===== src/rtl/param_dispatch_if.sv =====
// Dispatch-stage bus: fetch request, issue/writeback feedback, branch resolution and dispatch outputs.
interface param_dispatch_if #(
    parameter int unsigned NUM_FU   = 5,
    parameter int unsigned NUM_REGS = 32
);
    localparam int unsigned FU_W  = $clog2(NUM_FU);
    localparam int unsigned REG_W = $clog2(NUM_REGS);

    logic              fetch_valid;
    logic [FU_W-1:0]   in_fu;
    logic [REG_W-1:0]  in_rd;
    logic              in_rd_en;
    logic [REG_W-1:0]  in_rs1;
    logic [REG_W-1:0]  in_rs2;
    logic              in_is_branch;
    logic [NUM_FU-1:0] fu_busy;
    logic              wb_valid;
    logic [REG_W-1:0]  wb_rd;
    logic [FU_W-1:0]   wb_fu;
    logic              branch_resolved;
    logic              branch_miss;

    logic              fetch_ready;
    logic              freeze;
    logic              disp_valid;
    logic [FU_W-1:0]   disp_fu;
    logic [REG_W-1:0]  disp_rd;
    logic              disp_rd_en;
    logic [FU_W:0]     disp_t1;
    logic [FU_W:0]     disp_t2;
    logic              disp_spec;
    logic              flush;
    logic [NUM_FU-1:0] kill_mask;

    modport master (
        output fetch_valid, in_fu, in_rd, in_rd_en, in_rs1, in_rs2, in_is_branch,
               fu_busy, wb_valid, wb_rd, wb_fu, branch_resolved, branch_miss,
        input  fetch_ready, freeze, disp_valid, disp_fu, disp_rd, disp_rd_en,
               disp_t1, disp_t2, disp_spec, flush, kill_mask
    );

    modport slave (
        input  fetch_valid, in_fu, in_rd, in_rd_en, in_rs1, in_rs2, in_is_branch,
               fu_busy, wb_valid, wb_rd, wb_fu, branch_resolved, branch_miss,
        output fetch_ready, freeze, disp_valid, disp_fu, disp_rd, disp_rd_en,
               disp_t1, disp_t2, disp_spec, flush, kill_mask
    );
endinterface


===== src/rtl/param_dispatch.sv =====
// In-order dispatch with structural/WAW stalls, RAW source tagging and
// single-level branch speculation backed by a checkpointed result-status table.
module param_dispatch #(
    parameter int unsigned NUM_FU   = 5,
    parameter int unsigned NUM_REGS = 32,
    parameter int unsigned ZERO_REG = 1
) (
    input  logic          CLK,
    input  logic          RST,
    param_dispatch_if.slave i_disp
);
    localparam int unsigned FU_W  = $clog2(NUM_FU);
    localparam int unsigned REG_W = $clog2(NUM_REGS);

    typedef enum logic [1:0] {ST_NORMAL, ST_SPEC, ST_RECOVER} state_t;

    state_t              r_state, w_state_nxt;
    logic [NUM_REGS-1:0] r_pend, r_cp_pend;
    logic [FU_W-1:0]     r_tag    [NUM_REGS];
    logic [FU_W-1:0]     r_cp_tag [NUM_REGS];
    logic [NUM_FU-1:0]   r_spec_mask;

    logic              r_disp_valid, r_disp_rd_en, r_disp_spec, r_flush;
    logic [FU_W-1:0]   r_disp_fu;
    logic [REG_W-1:0]  r_disp_rd;
    logic [FU_W:0]     r_disp_t1, r_disp_t2;
    logic [NUM_FU-1:0] r_kill_mask;

    logic [NUM_REGS-1:0] w_pend_wb, w_cp_pend_wb, w_pend_nxt, w_cp_pend_nxt;
    logic [FU_W-1:0]     w_tag_nxt    [NUM_REGS];
    logic [FU_W-1:0]     w_cp_tag_nxt [NUM_REGS];
    logic [NUM_FU-1:0]   w_busy_eff, w_spec_mask_nxt;
    logic                w_stall, w_accept, w_miss, w_hit, w_rd_zero, w_spec_disp;
    logic [FU_W:0]       w_t1, w_t2;

    // Hazard detection, tag lookup, next table/checkpoint and FSM next-state.
    always_comb begin
        w_state_nxt     = r_state;
        w_busy_eff      = i_disp.fu_busy;
        w_pend_wb       = r_pend;
        w_cp_pend_wb    = r_cp_pend;
        w_tag_nxt       = r_tag;
        w_cp_tag_nxt    = r_cp_tag;
        w_spec_mask_nxt = r_spec_mask;
        w_rd_zero       = (ZERO_REG != 0) && (i_disp.in_rd == '0);

        if (r_disp_valid)
            w_busy_eff = w_busy_eff | (NUM_FU'(1) << r_disp_fu);

        // Writeback clears an entry only when the producer tag still matches.
        if (i_disp.wb_valid && r_pend[i_disp.wb_rd] && r_tag[i_disp.wb_rd] == i_disp.wb_fu)
            w_pend_wb[i_disp.wb_rd] = 1'b0;
        if (i_disp.wb_valid && r_cp_pend[i_disp.wb_rd] && r_cp_tag[i_disp.wb_rd] == i_disp.wb_fu)
            w_cp_pend_wb[i_disp.wb_rd] = 1'b0;

        w_miss  = (r_state == ST_SPEC) && i_disp.branch_resolved && i_disp.branch_miss;
        w_hit   = (r_state == ST_SPEC) && i_disp.branch_resolved && !i_disp.branch_miss;
        w_stall = (r_state == ST_RECOVER)
               || w_busy_eff[i_disp.in_fu]
               || (i_disp.in_rd_en && w_pend_wb[i_disp.in_rd] && !w_rd_zero)
               || (i_disp.in_is_branch && r_state == ST_SPEC && !i_disp.branch_resolved)
               || (i_disp.branch_resolved && i_disp.branch_miss);
        w_accept    = i_disp.fetch_valid && !w_stall;
        w_spec_disp = (r_state == ST_SPEC) && !i_disp.branch_resolved;

        w_t1 = {r_pend[i_disp.in_rs1], r_tag[i_disp.in_rs1]};
        if ((i_disp.wb_valid && i_disp.wb_rd == i_disp.in_rs1 && i_disp.wb_fu == r_tag[i_disp.in_rs1])
            || (ZERO_REG != 0 && i_disp.in_rs1 == '0))
            w_t1 = '0;
        w_t2 = {r_pend[i_disp.in_rs2], r_tag[i_disp.in_rs2]};
        if ((i_disp.wb_valid && i_disp.wb_rd == i_disp.in_rs2 && i_disp.wb_fu == r_tag[i_disp.in_rs2])
            || (ZERO_REG != 0 && i_disp.in_rs2 == '0))
            w_t2 = '0;

        w_pend_nxt    = w_pend_wb;
        w_cp_pend_nxt = w_cp_pend_wb;
        if (w_miss) begin
            w_pend_nxt = w_cp_pend_wb;
            w_tag_nxt  = r_cp_tag;
        end else if (w_accept && i_disp.in_rd_en && !w_rd_zero) begin
            w_pend_nxt[i_disp.in_rd] = 1'b1;
            w_tag_nxt[i_disp.in_rd]  = i_disp.in_fu;
        end

        // A dispatching branch snapshots the live table after this cycle's writeback.
        if (w_accept && i_disp.in_is_branch) begin
            w_cp_pend_nxt = w_pend_wb;
            w_cp_tag_nxt  = r_tag;
        end

        if (w_miss || w_hit)
            w_spec_mask_nxt = '0;
        else if (w_accept && w_spec_disp)
            w_spec_mask_nxt = r_spec_mask | (NUM_FU'(1) << i_disp.in_fu);

        case (r_state)
            ST_NORMAL:  if (w_accept && i_disp.in_is_branch) w_state_nxt = ST_SPEC;
            ST_SPEC: begin
                if (w_miss)
                    w_state_nxt = ST_RECOVER;
                else if (w_hit)
                    w_state_nxt = (w_accept && i_disp.in_is_branch) ? ST_SPEC : ST_NORMAL;
            end
            ST_RECOVER: w_state_nxt = ST_NORMAL;
            default:    w_state_nxt = ST_NORMAL;
        endcase
    end

    always_ff @(posedge CLK) begin
        if (RST) r_state <= ST_NORMAL;
        else     r_state <= w_state_nxt;
    end

    // Tables, speculation mask and registered dispatch outputs.
    always_ff @(posedge CLK) begin
        if (RST) begin
            r_pend       <= '0;
            r_cp_pend    <= '0;
            for (int i = 0; i < int'(NUM_REGS); i++) begin
                r_tag[i]    <= '0;
                r_cp_tag[i] <= '0;
            end
            r_spec_mask  <= '0;
            r_disp_valid <= 1'b0;
            r_disp_fu    <= '0;
            r_disp_rd    <= '0;
            r_disp_rd_en <= 1'b0;
            r_disp_t1    <= '0;
            r_disp_t2    <= '0;
            r_disp_spec  <= 1'b0;
            r_flush      <= 1'b0;
            r_kill_mask  <= '0;
        end else begin
            r_pend       <= w_pend_nxt;
            r_cp_pend    <= w_cp_pend_nxt;
            r_tag        <= w_tag_nxt;
            r_cp_tag     <= w_cp_tag_nxt;
            r_spec_mask  <= w_spec_mask_nxt;
            r_disp_valid <= w_accept;
            if (w_accept) begin
                r_disp_fu    <= i_disp.in_fu;
                r_disp_rd    <= i_disp.in_rd;
                r_disp_rd_en <= i_disp.in_rd_en;
                r_disp_t1    <= w_t1;
                r_disp_t2    <= w_t2;
                r_disp_spec  <= w_spec_disp;
            end
            r_flush     <= w_miss;
            r_kill_mask <= w_miss ? r_spec_mask : '0;
        end
    end

    assign i_disp.fetch_ready = w_accept;
    assign i_disp.freeze      = i_disp.fetch_valid && !w_accept;
    assign i_disp.disp_valid  = r_disp_valid;
    assign i_disp.disp_fu     = r_disp_fu;
    assign i_disp.disp_rd     = r_disp_rd;
    assign i_disp.disp_rd_en  = r_disp_rd_en;
    assign i_disp.disp_t1     = r_disp_t1;
    assign i_disp.disp_t2     = r_disp_t2;
    assign i_disp.disp_spec   = r_disp_spec;
    assign i_disp.flush       = r_flush;
    assign i_disp.kill_mask   = r_kill_mask;
endmodule


===== src/flat_wrapper.sv =====
// flat-port wrapper written by rule: the top's interface ports become plain ports
module param_dispatch_flat 
#(
    parameter int unsigned NUM_FU   = 5,
    parameter int unsigned NUM_REGS = 32,
    parameter int unsigned ZERO_REG = 1
)
  (CLK, RST, i_disp_fetch_valid, i_disp_in_fu, i_disp_in_rd, i_disp_in_rd_en, i_disp_in_rs1, i_disp_in_rs2, i_disp_in_is_branch, i_disp_fu_busy, i_disp_wb_valid, i_disp_wb_rd, i_disp_wb_fu, i_disp_branch_resolved, i_disp_branch_miss, i_disp_fetch_ready, i_disp_freeze, i_disp_disp_valid, i_disp_disp_fu, i_disp_disp_rd, i_disp_disp_rd_en, i_disp_disp_t1, i_disp_disp_t2, i_disp_disp_spec, i_disp_flush, i_disp_kill_mask);
  param_dispatch_if #(.NUM_FU(NUM_FU), .NUM_REGS(NUM_REGS)) i_disp_i ();
  input  logic CLK;
  input  logic RST;
  input wire logic [$bits(i_disp_i.fetch_valid)-1:0] i_disp_fetch_valid;
  input wire logic [$bits(i_disp_i.in_fu)-1:0] i_disp_in_fu;
  input wire logic [$bits(i_disp_i.in_rd)-1:0] i_disp_in_rd;
  input wire logic [$bits(i_disp_i.in_rd_en)-1:0] i_disp_in_rd_en;
  input wire logic [$bits(i_disp_i.in_rs1)-1:0] i_disp_in_rs1;
  input wire logic [$bits(i_disp_i.in_rs2)-1:0] i_disp_in_rs2;
  input wire logic [$bits(i_disp_i.in_is_branch)-1:0] i_disp_in_is_branch;
  input wire logic [$bits(i_disp_i.fu_busy)-1:0] i_disp_fu_busy;
  input wire logic [$bits(i_disp_i.wb_valid)-1:0] i_disp_wb_valid;
  input wire logic [$bits(i_disp_i.wb_rd)-1:0] i_disp_wb_rd;
  input wire logic [$bits(i_disp_i.wb_fu)-1:0] i_disp_wb_fu;
  input wire logic [$bits(i_disp_i.branch_resolved)-1:0] i_disp_branch_resolved;
  input wire logic [$bits(i_disp_i.branch_miss)-1:0] i_disp_branch_miss;
  output wire logic [$bits(i_disp_i.fetch_ready)-1:0] i_disp_fetch_ready;
  output wire logic [$bits(i_disp_i.freeze)-1:0] i_disp_freeze;
  output wire logic [$bits(i_disp_i.disp_valid)-1:0] i_disp_disp_valid;
  output wire logic [$bits(i_disp_i.disp_fu)-1:0] i_disp_disp_fu;
  output wire logic [$bits(i_disp_i.disp_rd)-1:0] i_disp_disp_rd;
  output wire logic [$bits(i_disp_i.disp_rd_en)-1:0] i_disp_disp_rd_en;
  output wire logic [$bits(i_disp_i.disp_t1)-1:0] i_disp_disp_t1;
  output wire logic [$bits(i_disp_i.disp_t2)-1:0] i_disp_disp_t2;
  output wire logic [$bits(i_disp_i.disp_spec)-1:0] i_disp_disp_spec;
  output wire logic [$bits(i_disp_i.flush)-1:0] i_disp_flush;
  output wire logic [$bits(i_disp_i.kill_mask)-1:0] i_disp_kill_mask;
  assign i_disp_i.fetch_valid = i_disp_fetch_valid;
  assign i_disp_i.in_fu = i_disp_in_fu;
  assign i_disp_i.in_rd = i_disp_in_rd;
  assign i_disp_i.in_rd_en = i_disp_in_rd_en;
  assign i_disp_i.in_rs1 = i_disp_in_rs1;
  assign i_disp_i.in_rs2 = i_disp_in_rs2;
  assign i_disp_i.in_is_branch = i_disp_in_is_branch;
  assign i_disp_i.fu_busy = i_disp_fu_busy;
  assign i_disp_i.wb_valid = i_disp_wb_valid;
  assign i_disp_i.wb_rd = i_disp_wb_rd;
  assign i_disp_i.wb_fu = i_disp_wb_fu;
  assign i_disp_i.branch_resolved = i_disp_branch_resolved;
  assign i_disp_i.branch_miss = i_disp_branch_miss;
  assign i_disp_fetch_ready = i_disp_i.fetch_ready;
  assign i_disp_freeze = i_disp_i.freeze;
  assign i_disp_disp_valid = i_disp_i.disp_valid;
  assign i_disp_disp_fu = i_disp_i.disp_fu;
  assign i_disp_disp_rd = i_disp_i.disp_rd;
  assign i_disp_disp_rd_en = i_disp_i.disp_rd_en;
  assign i_disp_disp_t1 = i_disp_i.disp_t1;
  assign i_disp_disp_t2 = i_disp_i.disp_t2;
  assign i_disp_disp_spec = i_disp_i.disp_spec;
  assign i_disp_flush = i_disp_i.flush;
  assign i_disp_kill_mask = i_disp_i.kill_mask;
  param_dispatch #(.NUM_FU(NUM_FU), .NUM_REGS(NUM_REGS), .ZERO_REG(ZERO_REG)) u_core (.CLK(CLK), .RST(RST), .i_disp(i_disp_i));
endmodule

===== config.mk =====
export PLATFORM = sky130hd
export DESIGN_NAME = param_dispatch_flat
export DESIGN_NICKNAME = d
export VERILOG_FILES = /design/src/rtl/param_dispatch_if.sv /design/src/rtl/param_dispatch.sv /design/src/flat_wrapper.sv
export SDC_FILE = /design/constraint.sdc
export NUM_CORES = 1
export LEC_CHECK = 0
export ABC_AREA = 0
export ABC_CLOCK_PERIOD_IN_PS = 19850
export CORE_UTILIZATION = 50
export DETAILED_ROUTE_END_ITERATION = 7
export PLACE_DENSITY = 0.67
export SKIP_CTS_REPAIR_TIMING = 1
export SYNTH_ARGS = -nofsm -noshare
export SYNTH_HDL_FRONTEND = slang
export SYNTH_SLANG_ARGS = --single-unit
export TNS_END_PERCENT = 5

===== constraint.sdc =====
create_clock -name CLK -period 19.85 [get_ports CLK]
set_input_delay 5.955 -clock CLK [delete_from_list [all_inputs] [get_ports CLK]]
set_output_delay 5.955 -clock CLK [all_outputs]
set_load 0.02 [all_outputs]

==> results.md, run 1 <==
* Run status: finished clean
* Number of nets with antenna violations after routing at 0
* Final critical delay including setup and external delays at approximately 17 ns
* Sequential fraction of the synthesis area at ~34%
* Critical Path, Cell by Cell: buf_6 > buf_4 > mux2i_1 > o22ai_1 > nor4_1 > a21oi_1 > or4_4 > nor4_1 > o32ai_1 > and4_1 > nor2_1 > clkdlybuf4s50_1
* WP data required at between 10 and 15 ns
* Number of DRC markers after the initial detailed-route iteration at slightly below 2,000
* Final hold viol count at 0
* CP endpoint kind: primary output
* Global-route congestion overflow total at 0
* Slack of the worst reg-to-reg path at about 15 ns
* Met1 Usage GRT at roughly 51%
* Count of port buffers added during placement at 65
* Final non-filler cell area at roughly 19,000 µm²
* Part of the cycle the worst path needs at a little over four fifths
* Post-Syn Instances at about 1,800
* Row count at 67
* Delay-heaviest family, CP: buffers and inverters
* DR WL/cell at slightly above 30 µm
* Normalized max-slew margin at 14.3%
* Main synth FF type: sky130_fd_sc_hd__dfxtp_1
* Syn-to-layout area delta at 10.2%
* CTS tree: done
* Total count of max-transition violations in the final report at 0
* Yosys top cell by area: sky130_fd_sc_hd__dfxtp_1
* CTS clock-pin slew for the worst setup and hold paths at 0.06 ns
* Buf/Inv on CP at 3
* Area of the die at approximately 35,000 µm²
* Netlist cell types at 60
* Antenna diode count at 0
* Starting Density at 51.0%
* Maximum ir drop on the vdd rail at 0.0762 mV
* Count of placed standard cells in the final layout, fillers left out at about 2,200
* Vias per inst at ~7.3
* Root buffer cell: sky130_fd_sc_hd__clkbuf_16
* Maximum number of pins on one net before global-route repair at between 100 and 150
* Global-route usage over all layers at around 37%
* Max-cap violations at 0
* Area contributors post-synth: sky130_fd_sc_hd__dfxtp_1 (34%), sky130_fd_sc_hd__mux4_2 (16%), sky130_fd_sc_hd__mux2i_1 (10%)
* Number of clock sinks seen by CTS at between 200 and 300
* DIE WIDTH at between 150 and 200 µm
* Async set or reset register ratio after synthesis at 0%
* Number of global-route vias before repair at between 10,000 and 15,000
* Clock latency reported for the late side of the worst-skew pair at about 0.54 ns
* DIE HEIGHT at 187 µm
* Residual DRC count at 0
* Number of H-tree levels at 2
* Routed via count at ~16,000
* Combined area of all synthesized cells at roughly 17,000 µm²
* Timing-limited maximum frequency at roughly 60 MHz
* Post-placement cell area at between 15,000 and 20,000 µm²
* Total half-perimeter wirelength after legalization and detailed placement at roughly 45,000 µm
* Setup clock skew after layout at roughly 0.012 ns
* Leakage Power at between 6 and 7 nW
* Synthesized area divided by synthesized cell count at 9.67 µm²
* Setup repair after global routing missed its margin: false
* First-pass iteration count of the detailed router at 6
* Data arrival time of the critical path at about 11 ns
* Met3 usage at slightly above 7%
* Top fanout value on the critical path at between 60 and 70
* Setup CP Type: input port to primary output
* Met2 usage in global routing at a little under three fifths
* Wire length of the first global-routing pass at 98,900 µm
* Number of buffers created by CTS at 34
* Initial antenna violation count at 2
* Tot Pwr at 1.41 mW
* GPL Wtd Cong at around 0.97
* Power density relative to cell area at approximately 74 nW/µm²
* Final Core Density at between 50% and 60%
* Placed Cells at 2,121
* CP max stage cell: sky130_fd_sc_hd__buf_4
* Final sum of negative setup slack at 0 ns
* Post-layout nets at 1,748
* Core area at around 34,000 µm²
* Longest Clk Path Bufs at 3
* Slowest Stage Delay on Critical Path at around 0.86 ns
* Final setup violation count at 0
* Number of enable flip-flop cells after synthesis at 0
* Warnings, synthesis at 0
* Path class of the lowest-slack min-delay path: flip-flop to flip-flop
* Peak-usage layer in the global routing report: met2
* Final WL at around 66,000 µm
* Top Ports at 66
* Share of the synthesized area in the top cell type at between 30% and 40%
* Synthesized Nets at 1,812
* Slew of the pin with the lowest slew margin at about 1.3 ns
* Nature of the critical path startpoint: input port
* #FFs+latches synth at ~290
* Worst path most repeated cell: sky130_fd_sc_hd__nor4_1
* Layout cells sized above 1 at between 10 and 15%
## power by group
| part | switching, mW | total [mW] | internal, mW |
|---|---|---|---|
| clock network | 0.258 | 0.621 | 0.363 |
| logic | 0.121 | 0.183 | 0.0623 |
| registers | 0.0140 | 0.602 | 0.588 |
| total | 0.392 | 1.41 | 1.01 |
## layer usage
metal | part of all wire, % | vias up
met4 | 5.4 | 0
li1 | - | 6793
met3 | 10 | 184
met1 | 41 | 7927
met2 | 44 | 975
met5 | 0 | -
## flip-flops by register name, summed over array words and instances, names as in the netlist, 4 cells and up
register	cells
u_core.r_cp_tag	96
u_core.r_tag	96
u_core.r_cp_pend	32
u_core.r_pend	32
u_core.i_disp.disp_rd	5
u_core.i_disp.kill_mask	5
u_core.r_spec_mask	5
u_core.i_disp.disp_t1	4
u_core.i_disp.disp_t2	4
## Yosys cell counts, drive strengths merged (19+ instances only)
| cell | number |
|---|---|
| o22ai | 36 |
| o31a | 51 |
| and3 | 32 |
| a21oi | 80 |
| mux2i | 178 |
| a311oi | 98 |
| nand2 | 64 |
| clkbuf | 128 |
| nand4 | 25 |
| dfxtp | 288 |
| o21ai | 66 |
| buf | 66 |
| a2111oi | 76 |
| or2 | 29 |
| nor2 | 245 |
| xor2 | 19 |
| mux4 | 119 |
## final cells by class
class	count	area, µm²
Sequential cell	288	5770
Tap cell	448	561
Clock buffer	48	995
Fill cell	2965	14700
Timing Repair Buffer	94	851
Inverter	5	18.8
Multi-Input combinational cell	1286	10600
Clock inverter	11	95.1
## cells in the final DEF, fill, tap and decap left out, types with 19 or more instances in the layout
| cell | Yosys | final |
|---|---|---|
| sky130_fd_sc_hd__clkbuf_16 | 0 | 35 |
| sky130_fd_sc_hd__xor2_1 | 19 | 19 |
| sky130_fd_sc_hd__mux4_2 | 119 | 119 |
| sky130_fd_sc_hd__o21ai_0 | 62 | 62 |
| sky130_fd_sc_hd__o22ai_1 | 36 | 36 |
| sky130_fd_sc_hd__nor2_1 | 245 | 241 |
| sky130_fd_sc_hd__o31a_1 | 51 | 51 |
| sky130_fd_sc_hd__dfxtp_1 | 288 | 288 |
| sky130_fd_sc_hd__a311oi_1 | 98 | 98 |
| sky130_fd_sc_hd__mux2i_1 | 178 | 178 |
| sky130_fd_sc_hd__or2_2 | 29 | 29 |
| sky130_fd_sc_hd__a2111oi_0 | 76 | 76 |
| sky130_fd_sc_hd__buf_4 | 8 | 30 |
| sky130_fd_sc_hd__a21oi_1 | 80 | 80 |
| sky130_fd_sc_hd__nand2_1 | 64 | 64 |
| sky130_fd_sc_hd__nand4_1 | 24 | 24 |
| sky130_fd_sc_hd__and3_1 | 32 | 31 |
| sky130_fd_sc_hd__clkdlybuf4s50_1 | 0 | 58 |
## worst reg2reg max path: stages, from the launching register on
cell and delay (ns):
sky130_fd_sc_hd__dfxtp_1 0.36, sky130_fd_sc_hd__mux2i_1 0.36, sky130_fd_sc_hd__o22ai_1 0.14, sky130_fd_sc_hd__nor4_1 0.46, sky130_fd_sc_hd__a21oi_1 0.12, sky130_fd_sc_hd__or4_4 0.62
sky130_fd_sc_hd__nor4_1 0.35, sky130_fd_sc_hd__o32ai_1 0.24, sky130_fd_sc_hd__nand4_4 0.17, sky130_fd_sc_hd__buf_4 0.66, sky130_fd_sc_hd__buf_4 0.70, sky130_fd_sc_hd__and3_1 0.58
sky130_fd_sc_hd__a2111oi_0 0.18
## stage by stage
stage          setup WS (ns)  hold WS [ns]
2_1_floorplan           4.77         0.416
3_3_place_gp            3.41         0.428
3_5_place_dp            3.33         0.440
4_1_cts                 3.29         0.451
5_1_grt                 3.08         0.468
6_report                3.24         0.447
## kinds of logic after synthesis
group	share of synthesized area, %
AND/OR/NAND/NOR	14.7
AO/OA/AOI/OAI	19.7
multiplexers	26.0
flip-flops	33.6
buffers and inverters	4.93
XOR/XNOR	1.07
## final timing paths
path | depth (start not counted) | start | end
max reg2reg | 12 | u_core.r_tag[16] | u_core.r_tag[18]
min | 2 | u_core.r_spec_mask[0] | u_core.r_spec_mask[0]
max | 12 | i_disp_wb_rd[1] | i_disp_fetch_ready
min reg2reg | 2 | u_core.r_spec_mask[0] | u_core.r_spec_mask[0]
Power figures use the tool's default switching activity.
==> inputs of run 2 (changes only) <==
--- a/config.mk
+++ b/config.mk
@@ -6,10 +6,10 @@
 export NUM_CORES = 1
 export LEC_CHECK = 0
 export ABC_AREA = 0
-export ABC_CLOCK_PERIOD_IN_PS = 19850
+export ABC_CLOCK_PERIOD_IN_PS = 14710
 export CORE_UTILIZATION = 50
 export DETAILED_ROUTE_END_ITERATION = 7
-export PLACE_DENSITY = 0.67
+export PLACE_DENSITY = 0.7
 export SKIP_CTS_REPAIR_TIMING = 1
 export SYNTH_ARGS = -nofsm -noshare
 export SYNTH_HDL_FRONTEND = slang
==> constraint.sdc (replaced) <==
create_clock -name CLK -period 14.71 [get_ports CLK]
set_input_delay 4.413 -clock CLK [delete_from_list [all_inputs] [get_ports CLK]]
set_output_delay 4.413 -clock CLK [all_outputs]
set_load 0.02 [all_outputs]
==> run 2 against run 1 <==
Compared with the run above: register-to-register slack lost 4.9 ns; via count fell by 0.43%; cell count fell by 0.18%; largest power group is now registers; combinational power up 34%; setup slack got worse by 1.8 ns; clock-buffer cell count shrank 3; worst hold slack worse by 0.0046 ns; sequential share of layout area grew 0.15 points; critical endpoint unchanged.
==> results.md, run 2 (synthesized netlist as in run 1, its figures left out) <==
* Run status: finished clean (unchanged)
* Total count of max-transition violations in the final report at 0 (unchanged)
* Normalized max-slew margin at 26.2% (was 14.3%)
* Setup clock skew after layout at 0.0235 ns (was 0.0122 ns)
* Row count at 67 (unchanged)
* Routed via count at 15,800 (was 15,900)
* Syn-to-layout area delta at 9.61% (was 10.2%)
* Final setup violation count at 0 (unchanged)
* Number of nets with antenna violations after routing at 0 (unchanged)
* Count of port buffers added during placement at 65 (unchanged)
* CP endpoint kind: primary output (unchanged)
* Data arrival time of the critical path at 8.88 ns (was 10.65 ns)
* Clock latency reported for the late side of the worst-skew pair at 0.61 ns (was 0.54 ns)
* Maximum ir drop on the vdd rail at 0.0868 mV (was 0.0762 mV)
* Area of the die at 35,000 µm² (unchanged)
* Wire length of the first global-routing pass at 97,200 µm (was 98,900 µm)
* Slack of the worst reg-to-reg path at 9.79 ns (was 14.73 ns)
* Setup repair after global routing missed its margin: false (unchanged)
* Top Ports at 66 (unchanged)
* Final critical delay including setup and external delays at roughly 13 ns
* Number of stages on the worst hold path at 2 (unchanged)
* Sequential cell area at 5770 µm² (unchanged)
* Filler cells at 2,917 (was 2,965)
* Number of buffers created by CTS at 31 (was 34)
* Number of cell instances on the worst register-to-register path at 12 (unchanged)
* Nature of the critical path startpoint: input port (unchanged)
* Reg-to-Reg Start: u_core.r_tag[34] (was u_core.r_tag[16])
* Worst slack at placement at 1.48 ns (was 3.33 ns)
* Final hold viol count at 0 (unchanged)
* Starting Density at 51.0% (unchanged)
* Initial antenna violation count at 1 (was 2)
* Number of DRC markers after the initial detailed-route iteration at 2,144 (was 1,988)
* Vias per inst at 7.27 (was 7.28)
* Maximum number of pins on one net before global-route repair at 114 (was 112)
* WP data required at 10.30 ns (was 13.89 ns)
* Timing-limited maximum frequency at between 70 and 80 MHz
* Slew of the pin with the lowest slew margin at 1.11 ns (was 1.28 ns)
* Longest Clk Path Bufs at 3 (unchanged)
* Global-route usage over all layers at 36.3% (was 37.3%)
* Leakage Power at 6.27 nW (was 6.30 nW)
* Number of clock sinks seen by CTS at 288 (unchanged)
* Number of H-tree levels at 1 (was 2)
* Antenna diode count at 0 (unchanged)
* Root buffer cell: sky130_fd_sc_hd__clkbuf_16 (unchanged)
* Power density relative to cell area at 97.5 nW/µm² (was 74.4 nW/µm²)
* Area of combinational cells with multiple inputs at 10,600 µm² (about the same)
* Max-cap violations at 0 (unchanged)
* Residual DRC count at 0 (unchanged)
* Hold-critical path endpoint: u_core.r_spec_mask[1] (was u_core.r_spec_mask[0])
* DIE HEIGHT at 187 µm (unchanged)
* Part of the cycle the worst path needs at around nine tenths
* Most used cells in the layout excluding fill and tap cells: sky130_fd_sc_hd__dfxtp_1 (288), sky130_fd_sc_hd__nor2_1 (242), sky130_fd_sc_hd__mux2i_1 (178) (was sky130_fd_sc_hd__dfxtp_1 (288), sky130_fd_sc_hd__nor2_1 (241), sky130_fd_sc_hd__mux2i_1 (178))
* First-pass iteration count of the detailed router at 6 (unchanged)
* GPL Wtd Cong at 1.08 (was 0.971)
* Final Core Density at 55.9% (was 56.2%)
* Hold wc startpoint: u_core.r_spec_mask[1] (was u_core.r_spec_mask[0])
* DR WL/cell at 29.9 µm (was 30.2 µm)
* Final sum of negative setup slack at 0 ns (unchanged)
* Hold slack final at 0.443 ns (was 0.447 ns)
* Number of global-route vias before repair at 15,000 (about the same)
* Setup CP Type: input port to primary output (unchanged)
* DIE WIDTH at 187 µm (unchanged)
* CTS tree: done (unchanged)
* Least setup slack across all paths after layout at 1.42 ns (was 3.24 ns)
* Most common library cell in the layout ignoring fill and taps: sky130_fd_sc_hd__dfxtp_1 (unchanged)
* CTS clock-pin slew for the worst setup and hold paths at 0.06 ns (about the same)
* Path class of the lowest-slack min-delay path: flip-flop to flip-flop (unchanged)
* Top fanout value on the critical path at 20 (was 65)
* Largest registers: u_core.r_cp_tag: 96 flops, u_core.r_tag: 96 flops (unchanged)
* Core area at 33,600 µm² (unchanged)
* Final WL at 65,000 µm (was 65,900 µm)
* Total half-perimeter wirelength after legalization and detailed placement at 44,300 µm (was 44,500 µm)
* Endpoint of the lowest-slack register-to-register path: u_core.r_tag[87] (was u_core.r_tag[18])
* Layout cells sized above 1 at 14.3% (was 14.6%)
* Global-route congestion overflow total at 0 (unchanged)
* Post-layout nets at 1,747 (was 1,748)
[run 2: routing by layer]
metal	track usage [%]	part of all wire, %	vias up
met5	0	0	-
met4	19.2	6.0	0
met3	6.83	10	211
met2	55.3	44	923
met1	49.1	40	7886
li1	-	-	6790
[run 2: through the flow]
step           power, mW  instance area (µm²)  instances
2_1_floorplan      0.987                17100       1773
3_3_place_gp        1.06                17800       2123
3_5_place_dp        1.07                17800       2123
4_1_cts             1.83                18800       2176
5_1_grt             1.88                18800       2176
6_report            1.83                18800       2176
[run 2: worst max-delay path: stages]
cell and delay (ns):
sky130_fd_sc_hd__clkdlybuf4s50_1 1.00, sky130_fd_sc_hd__or4bb_1 0.67, sky130_fd_sc_hd__o22ai_1 0.24, sky130_fd_sc_hd__nor4_1 0.11
sky130_fd_sc_hd__and3_1 0.19, sky130_fd_sc_hd__or4_4 0.59, sky130_fd_sc_hd__nor4_1 0.30, sky130_fd_sc_hd__o32ai_1 0.23
sky130_fd_sc_hd__and4_1 0.32, sky130_fd_sc_hd__nor2_1 0.14, sky130_fd_sc_hd__clkdlybuf4s50_1 0.64
[run 2: worst max path at each step]
stage,endpoint,start,cells after the start
2_1_floorplan,i_disp_fetch_ready,i_disp_wb_rd[1],15
3_3_place_gp,i_disp_fetch_ready,i_disp_wb_rd[2],11
3_5_place_dp,i_disp_fetch_ready,i_disp_wb_rd[3],11
4_1_cts,i_disp_fetch_ready,i_disp_wb_rd[3],11
5_1_grt,i_disp_fetch_ready,i_disp_wb_rd[3],12
6_report,i_disp_fetch_ready,i_disp_wb_rd[3],11
[run 2: cell type report]
class                   instances  area share [%]
multi-input cells            1286            56.4
flip-flops and latches        288            30.7
clock buffers                  45            4.78
repair buffers                 96            4.61
well taps                     448            2.98
clock inverters                 8           0.446
inverters                       5          0.0999
[run 2: power breakdown]
group	total (mW)	leakage, nW	internal, mW	switching [mW]
registers	0.812	2.32	0.793	0.0190
clock network	0.774	0.489	0.438	0.335
logic	0.245	3.46	0.0843	0.161
total	1.83	6.27	1.32	0.515
